$ cat src/rtl/fifo_rptr_handler.sv
// Read-side control of the async FIFO: read pointers, write-pointer synchronizer,
// empty/fill status and a first-word-fall-through output register.
module fifo_rptr_handler #(
  parameter int DEPTH      = 16,
  parameter int DATA_WIDTH = 8,
  parameter int PTR_WIDTH  = 4
) (
  input  logic                  rclk,
  input  logic                  rrst_n,
  input  logic [PTR_WIDTH:0]    g_wptr_async,
  input  logic [DATA_WIDTH-1:0] mem_data,
  output logic [PTR_WIDTH:0]    b_rptr,
  output logic [PTR_WIDTH:0]    g_rptr,
  output logic                  empty,
  output logic [PTR_WIDTH:0]    rd_count,
  output logic [DATA_WIDTH-1:0] dout,
  output logic                  dout_valid,
  input  logic                  dout_ready
);

  typedef enum logic {
    OUT_EMPTY = 1'b0,
    OUT_FULL  = 1'b1
  } out_state_t;

  if (DEPTH != (1 << PTR_WIDTH)) begin : g_depth_check
    $error("fifo_rptr_handler: DEPTH must equal 2**PTR_WIDTH");
  end

  function automatic logic [PTR_WIDTH:0] gray2bin(input logic [PTR_WIDTH:0] g);
    logic [PTR_WIDTH:0] b;
    b[PTR_WIDTH] = g[PTR_WIDTH];
    for (int i = PTR_WIDTH - 1; i >= 0; i--) begin
      b[i] = b[i+1] ^ g[i];
    end
    return b;
  endfunction

  logic [PTR_WIDTH:0]    wq1_r;
  logic [PTR_WIDTH:0]    wq2_r;
  logic [PTR_WIDTH:0]    b_rptr_r;
  logic [PTR_WIDTH:0]    g_rptr_r;
  logic [DATA_WIDTH-1:0] dout_r;
  out_state_t            state_r;
  out_state_t            state_s;
  logic                  empty_s;
  logic                  pop_s;
  logic [PTR_WIDTH:0]    b_rptr_inc_s;

  assign empty_s      = (g_rptr_r == wq2_r);
  assign pop_s        = !empty_s && ((state_r == OUT_EMPTY) || dout_ready);
  assign b_rptr_inc_s = b_rptr_r + (PTR_WIDTH+1)'(1);

  // Two-flop synchronizer for the gray write pointer; no logic between stages.
  always_ff @(posedge rclk or negedge rrst_n) begin
    if (!rrst_n) begin
      wq1_r <= '0;
      wq2_r <= '0;
    end else begin
      wq1_r <= g_wptr_async;
      wq2_r <= wq1_r;
    end
  end

  // Read pointers and output word advance together on a pop.
  always_ff @(posedge rclk or negedge rrst_n) begin
    if (!rrst_n) begin
      b_rptr_r <= '0;
      g_rptr_r <= '0;
      dout_r   <= '0;
    end else if (pop_s) begin
      b_rptr_r <= b_rptr_inc_s;
      g_rptr_r <= b_rptr_inc_s ^ (b_rptr_inc_s >> 1);
      dout_r   <= mem_data;
    end else begin
      b_rptr_r <= b_rptr_r;
      g_rptr_r <= g_rptr_r;
      dout_r   <= dout_r;
    end
  end

  // Output register occupancy state.
  always_ff @(posedge rclk or negedge rrst_n) begin
    if (!rrst_n) begin
      state_r <= OUT_EMPTY;
    end else begin
      state_r <= state_s;
    end
  end

  // A pop always refills the output register; an accept without a pop drains it.
  always_comb begin
    state_s = state_r;
    case (state_r)
      OUT_EMPTY: begin
        if (pop_s) state_s = OUT_FULL;
        else       state_s = OUT_EMPTY;
      end
      OUT_FULL: begin
        if (pop_s)           state_s = OUT_FULL;
        else if (dout_ready) state_s = OUT_EMPTY;
        else                 state_s = OUT_FULL;
      end
      default: state_s = OUT_EMPTY;
    endcase
  end

  assign b_rptr     = b_rptr_r;
  assign g_rptr     = g_rptr_r;
  assign empty      = empty_s;
  assign rd_count   = gray2bin(wq2_r) - b_rptr_r;
  assign dout       = dout_r;
  assign dout_valid = (state_r == OUT_FULL);

endmodule

$ cat config.mk
export PLATFORM = sky130hd
export DESIGN_NAME = fifo_rptr_handler
export DESIGN_NICKNAME = d
export VERILOG_FILES = /design/src/rtl/fifo_rptr_handler.sv
export SDC_FILE = /design/constraint.sdc
export NUM_CORES = 1
export LEC_CHECK = 0
export ABC_AREA = 1
export CAP_MARGIN = 25
export CORE_ASPECT_RATIO = 1.75
export CORE_UTILIZATION = 55
export DETAILED_ROUTE_END_ITERATION = 10
export DONT_BUFFER_PORTS = 1
export PLACE_DENSITY = 0.73
export SLEW_MARGIN = 20
export SYNTH_ARGS = -nofsm -noshare
export SYNTH_HDL_FRONTEND = slang
export SYNTH_SLANG_ARGS = --single-unit
$ cat constraint.sdc
create_clock -name rclk -period 1.89 [get_ports rclk]
set_clock_uncertainty 0.15 [all_clocks]
set_input_delay 0.0945 -clock rclk [delete_from_list [all_inputs] [get_ports rclk]]
set_output_delay 0.0945 -clock rclk [all_outputs]
set_load 0.05 [all_outputs]
==> summary.txt, run 1 <==
DRT iter0 DRCs -> 54
hold_ws -> 0.09497 ns
YS warnings -> 0
top cells by area, synth -> dfrtp_1 48%, nand2_1 20%, nand3_1 7.9%, inv_1 4.9%, ha_1 4.3%
final worst slack -> -0.7314 ns
Syn-to-layout area delta -> 45.51%
Synth Net Count -> 201
Buf/Inv on CP -> 1
status -> finished, violations left
Core Region -> 2492 um2
IO Count -> 41
clk buf depth -> 2
DR vias -> 1360
Non-Filler Instances -> 245
largest delay contributor family on the critical path -> simple AND/OR/NAND/NOR gates
top-count cell post-synth -> nand2_1
Final #Nets -> 242
Setup WS pre-CTS -> -0.4432 ns
worst reg-to-reg path cell count -> 11
Post-DP HPWL -> 2.589 mm
post-synthesis instance total -> 179
fin util -> 0.8459
drt pass-1 iters -> 4
Final Critical Period -> 2.621 ns
initial antenna violation count -> 0
Commonest cells post-synth -> 76 x nand2_1, 28 x dfrtp_1, 23 x nand3_1
Worst R2R Setup Slack -> 0.07 ns
DRC -> 0
first-pass GRT wire length -> 6.272 mm
WP data required -> 1.65 ns
CTS sink count -> 28
Pwr Density -> 1895 nW/um2
crit share post-route -> 1.387
Tot GR Track Use -> 0.3197
clock share of power -> 0.117
CTS tree -> built
filler instances -> 140
crit path max fanout -> 3
CTS H-Tree Depth -> 1
Net Sw Power -> 2.018 mW
CP cell instances -> inv_2 -> nand2_2 -> nand2_2 -> nand2_2 -> nand2_2 -> nand2_2 -> nand2_2 -> nand2_2 -> nand2_2 -> ha_4 -> fa_2 -> o21ai_4 -> xnor2_4
crit path capture type -> output pin
Worst setup SP type -> flip-flop
f_max -> 381.5 MHz
Synth cell types -> 21
Worst slew margin -> 0.6685
Fin Setup TNS -> -2.795 ns
worst skew pair latency -> 0.28 ns
total power -> 3.995 mW
Internal -> 1.978 mW
P_leak -> 1.066 nW
failing checks -> negative setup slack
vias in the first global route -> 1390
die extent in y -> 69.90 um
ANT cells -> 0
area of the multi-input gates -> 799.5 um2
die area -> 2852 um2
worst ir drop on vdd -> 0.001230 V
total CTS buffers -> 3
actual slew at the worst max-slew pin -> 0.4973 ns
unrepaired setup endpoints after global routing -> yes
Rows -> 24
final-report hold violation count -> 0
pin count of the biggest net entering global routing -> 29
Flop pwr share -> 0.253
fin area -> 2108 um2
Hold WC Path Type -> input port to async pin
DRT Wirelength -> 4.036 mm
Inst Count DP -> 223
GRT overflow -> 0
Initial Util -> 0.5813
Yosys reg bits -> 28
Comb power frac -> 0.630
Slew Viols, Final -> 0
Synth area leader -> dfrtp_1
slowest CP cell -> dfrtp_1
Antenna Nets Post-Route -> 0
ys flop type -> dfrtp_1
Arr. time, crit path -> 2.38 ns
share of the synthesized area in the top cell type -> 0.4836
Post-synth EDFFs -> 0
GP Congestion -> 0.8116
most frequent CP cell -> nand2_2
Setup CP Type -> flip-flop to output pin
Die Wd -> 40.80 um
setup-violating endpoint count in the final report -> 5
Cell Area, Synth -> 1449 um2
share of cells above drive strength 1 -> 0.3105
Post-synth ARST share -> 1.000
switching share of power -> 0.5050
Port-buffer cells -> 0
Reg-to-Reg End -> dout[0]
Area after DPL -> 1743 um2
post-synthesis sequential area ratio -> 0.4836
sequential cell area -> 704.4 um2
Routed WL per cell -> 16.47 um
vias per inst -> 5.551
Max Cap Viol -> 0
clock root buffer -> clkbuf_8
worst r2r src -> wq2_r[4]
delay of the slowest critical-path stage -> 0.41 ns
Avg Synthesized Cell Area -> 8.094 um2
clock slew at reported path FFs -> 0.09 ns
[power groups by stage]
stage          registers (mW)  clock network (mW)  logic, mW
2_1_floorplan            1.33                   0       1.29
3_3_place_gp             1.01                   0       2.22
3_5_place_dp             1.01                   0       2.28
4_1_cts                  1.01               0.468       2.35
5_1_grt                  1.03               0.489       2.70
6_report                 1.01               0.466       2.52
[cell families (layout without fill, tap and decap cells)]
| group | count (synthesis) | after routing | synth area share |
|---|---|---|---|
| and+or+nand+nor | 109 | 109 | 0.3325 |
| DFF | 28 | 28 | 0.4836 |
| buffers and inverters | 26 | 66 | 0.07686 |
| adders and majority gates | 6 | 6 | 0.05700 |
| xor gates and xnor gates | 6 | 6 | 0.03627 |
| AOI/OAI and AO/OA | 4 | 4 | 0.01382 |
[layer usage]
layer  wire length, um  vias to the layer above  track usage
li1                  -                      643            -
met1              1392                      645       0.3764
met2              2369                       59       0.4983
met3               177                       13      0.07937
met4                96                        0       0.1741
met5                 0                        -            0
[worst register-to-register path: stages (launching register included)]
cell and delay [ns]:
dfrtp_1 0.41, inv_2 0.07, buf_4 0.13, buf_4 0.12
nand2_2 0.06, nand2_4 0.08, nor2_4 0.14, nand3_4 0.10
buf_6 0.19, nand2_8 0.13, nand2_1 0.09, nand2_1 0.08
[timing repair]
| action | in CTS | in global routing |
|---|---|---|
| pin swaps | 5 | 9 |
| resized for setup | 11 | 18 |
| hold buffers | 15 | 0 |
| endpoints found under the setup margin | 6 | 23 |
| gates cloned | 0 | 0 |
| setup buffers | 2 | 1 |
| endpoints found under the hold margin | 41 | 0 |
[flip-flops by register name, summed over array words and instances (netlist names)]
signal / count
dout_valid: 1
g_rptr: 4
wq1_r: 5
b_rptr: 5
wq2_r: 5
dout: 8
[layout by cell type, fill, tap and decap left out, types with 3 or more instances in the layout]
cell type,netlist,routed
nand4_1,4,4
nand3_1,23,22
nand2_1,76,65
dlygate4sd3_1,0,14
xnor2_1,5,3
ha_4,0,3
buf_12,0,5
dfrtp_2,0,3
inv_2,2,4
clkbuf_8,0,3
inv_1,19,14
buf_4,1,20
dfrtp_1,28,25
nand2_2,2,11
[how the worst max path moves through the flow]
stage / startpoint / endpoint / depth (start not counted)
2_1_floorplan: wq2_r[4] / rd_count[4] / 13
3_5_place_dp: wq2_r[4] / rd_count[4] / 13
4_1_cts: wq2_r[4] / rd_count[4] / 13
5_1_grt: wq2_r[4] / rd_count[4] / 13
3_3_place_gp: wq2_r[3] / rd_count[4] / 13
6_report: wq2_r[4] / rd_count[4] / 13
[area by class of cell]
cell class	count	area share
multi-input combinational	125	0.3792
sequential	28	0.3341
timing repair buffer	41	0.1958
inverter	21	0.04154
clock buffer	3	0.01958
tap	26	0.01543
clock inverter	1	0.01424
No activity file was read; power rests on OpenSTA's default activity.
==> run 2: changes to the inputs <==
==> constraint.sdc (replaced) <==
create_clock -name rclk -period 1.89 [get_ports rclk]
set_clock_uncertainty 0.15 [all_clocks]
set_input_delay 0.378 -clock rclk [delete_from_list [all_inputs] [get_ports rclk]]
set_output_delay 0.378 -clock rclk [all_outputs]
set_load 0.05 [all_outputs]
==> run 2 against run 1 <==
Compared with the run above: the run still ends with negative setup slack left; sequential power hardly changed; cell area is 7.1% higher; sequential cell count stayed put; setup slack worse by 0.43 ns; highest routed layer unchanged; clock power hardly changed; routed wire length is 27% higher; cell count is 2.0% higher.
==> summary.txt, run 2 (same netlist as run 1, synthesis figures left out) <==
Core Region -> 2492 um2 (unchanged)
min-delay src -> mem_data[0]
Reg-to-Reg End -> g_rptr[2] (was dout[0])
Post-DP HPWL -> 2.476 mm (was 2.589 mm)
unrepaired setup endpoints after global routing -> yes (unchanged)
failing checks -> negative setup slack (unchanged)
crit share post-route -> 1.613 (was 1.387)
actual slew at the worst max-slew pin -> 0.6395 ns (was 0.4973 ns)
Die Wd -> 40.80 um (unchanged)
Non-Filler Instances -> 250 (was 245)
die area -> 2852 um2 (unchanged)
Routed WL per cell -> 20.58 um (was 16.47 um)
total power -> 4.203 mW (was 3.995 mW)
DRT Wirelength -> 5.145 mm (was 4.036 mm)
final worst slack -> -1.158 ns (was -0.7314 ns)
DR vias -> 1537 (was 1360)
DRT iter0 DRCs -> 97 (was 54)
Port-buffer cells -> 0 (unchanged)
CTS H-Tree Depth -> 1 (unchanged)
f_max -> 328.1 MHz (was 381.5 MHz)
clk buf depth -> 2 (unchanged)
Slew Viols, Final -> 0 (unchanged)
Antenna Nets Post-Route -> 0 (unchanged)
Initial Util -> 0.5813 (unchanged)
GRT overflow -> 0 (unchanged)
clock root buffer -> clkbuf_8 (unchanged)
Worst slew margin -> 0.5726 (was 0.6685)
worst skew pair latency -> 0.27 ns (was 0.28 ns)
Hold Crit Depth -> 2
vias in the first global route -> 1464 (was 1390)
Setup CP Type -> flip-flop to output pin (unchanged)
Final #Nets -> 247 (was 242)
fin area -> 2258 um2 (was 2108 um2)
Arr. time, crit path -> 2.52 ns (was 2.38 ns)
Area after DPL -> 1759 um2 (was 1743 um2)
pin count of the biggest net entering global routing -> 29 (unchanged)
ANT cells -> 0 (unchanged)
Fin Setup TNS -> -5.228 ns (was -2.795 ns)
setup-violating endpoint count in the final report -> 9 (was 5)
Hold WC Path Type -> input port to flip-flop (was input port to async pin)
Tot GR Track Use -> 0.2983 (was 0.3197)
share of cells above drive strength 1 -> 0.4330 (was 0.3105)
most frequent cells in the layout -> 55 x nand2_1, 27 x buf_4, 21 x nand3_1, 21 x dfrtp_1, 15 x nand2_2 (was 65 x nand2_1, 25 x dfrtp_1, 22 x nand3_1, 20 x buf_4)
Worst R2R Setup Slack -> -0.03 ns (was 0.07 ns)
initial antenna violation count -> 0 (unchanged)
Setup WS pre-CTS -> -0.7037 ns (was -0.4432 ns)
M1 WL -> 1.545 mm (was 1.392 mm)
CTS tree -> built (unchanged)
Worst setup SP type -> flip-flop (unchanged)
first-pass GRT wire length -> 5.851 mm (was 6.272 mm)
Pwr Density -> 1861 nW/um2 (was 1895 nW/um2)
worst reg-to-reg path cell count -> 9 (was 11)
drt pass-1 iters -> 4 (unchanged)
GP Congestion -> 0.8809 (was 0.8116)
DRC -> 0 (unchanged)
clock slew at reported path FFs -> 0.09 ns (about the same)
DR top layer -> met4 (unchanged)
Rows -> 24 (unchanged)
Inst Count DP -> 227 (was 223)
worst ir drop on vdd -> 0.001204 V (was 0.001230 V)
wire length on met3 -> 321 um (was 177 um)
Syn-to-layout area delta -> 55.87% (was 45.51%)
worst r2r src -> b_rptr[0] (was wq2_r[4])
number of flip-flops in the largest register -> 8 (unchanged)
vias per inst -> 6.148 (was 5.551)
Critical Path Start -> wq2_r[4] (unchanged)
Final Critical Period -> 3.048 ns (was 2.621 ns)
hold_ws -> 0.09025 ns (was 0.09497 ns)
Max Cap Viol -> 0 (unchanged)
fin util -> 0.9061 (was 0.8459)
Hold EP -> dout[0]
IO Count -> 41 (unchanged)
status -> finished, violations left (unchanged)
P_leak -> 1.133 nW (was 1.066 nW)
WP data required -> 1.36 ns (was 1.65 ns)
most common cell after layout, fill and taps aside -> nand2_1 (unchanged)
met2 routed WL -> 2.921 mm (was 2.369 mm)
crit path max fanout -> 3 (unchanged)
die extent in y -> 69.90 um (unchanged)
crit path capture type -> output pin (unchanged)
final-report hold violation count -> 0 (unchanged)
CTS sink count -> 28 (unchanged)
total CTS buffers -> 3 (unchanged)
[run 2: cell types whose count changed in the layout (fill, tap and decap cells not counted), sizes merged]
| cell | previous run | this run |
|---|---|---|
| clkbuf | 3 | 5 |
| clkinvlp | 1 | 3 |
| buf | 27 | 36 |
| dlygate4sd3 | 14 | 6 |
| nand2 | 79 | 81 |
| inv | 20 | 18 |
[run 2: power breakdown]
group	leakage, nW	internal, mW	switching [mW]	total [mW]
sequential	0.327	0.746	0.283	1.03
clock	0.0357	0.283	0.180	0.463
combinational	0.770	1.00	1.71	2.71
[run 2: final cells by class]
type                    count  area (um2)
multi-input cells         127       897.1
flip-flops and latches     28       709.4
repair buffers             44       457.9
fillers                   102       234.0
inverters                  21       90.09
clock buffers               3       41.29
well taps                  26       32.53
clock inverters             1       30.03
[run 2: timing repair]
action                                  4_1_cts  5_1_grt
endpoints found under the setup margin        6       23
gates cloned                                  0        4
resized for setup                            21       30
pin swaps                                    12       16
endpoints found under the hold margin        33        0
hold buffers                                  7        0
buffers inserted                              6        7
[run 2: worst max-delay path: stages (launching register included)]
cell     delay, ns
dfrtp_1       0.45
inv_2         0.13
nand2_4       0.08
nand2_4       0.07
nand2_4       0.07
nand3_1       0.13
nand2_2       0.10
nand2_2       0.07
nand2_2       0.07
ha_4          0.17
fa_2          0.42
buf_12        0.15
xnor2_4       0.17
buf_12        0.15
[run 2: worst max-delay path by stage]
stage,cells after the start,slack (ns),to
2_1_floorplan,13,-0.57,rd_count[4]
3_3_place_gp,13,-0.58,rd_count[4]
3_5_place_dp,13,-0.70,rd_count[4]
4_1_cts,13,-0.93,rd_count[4]
5_1_grt,13,-1.19,rd_count[2]
6_report,13,-1.16,rd_count[2]
[run 2: metal layers]
layer | global-route usage | up-vias
met2 | 0.5278 | 108
met5 | 0 | -
met3 | 0.02222 | 32
met4 | 0.1593 | 0
li1 | - | 647
met1 | 0.3079 | 750
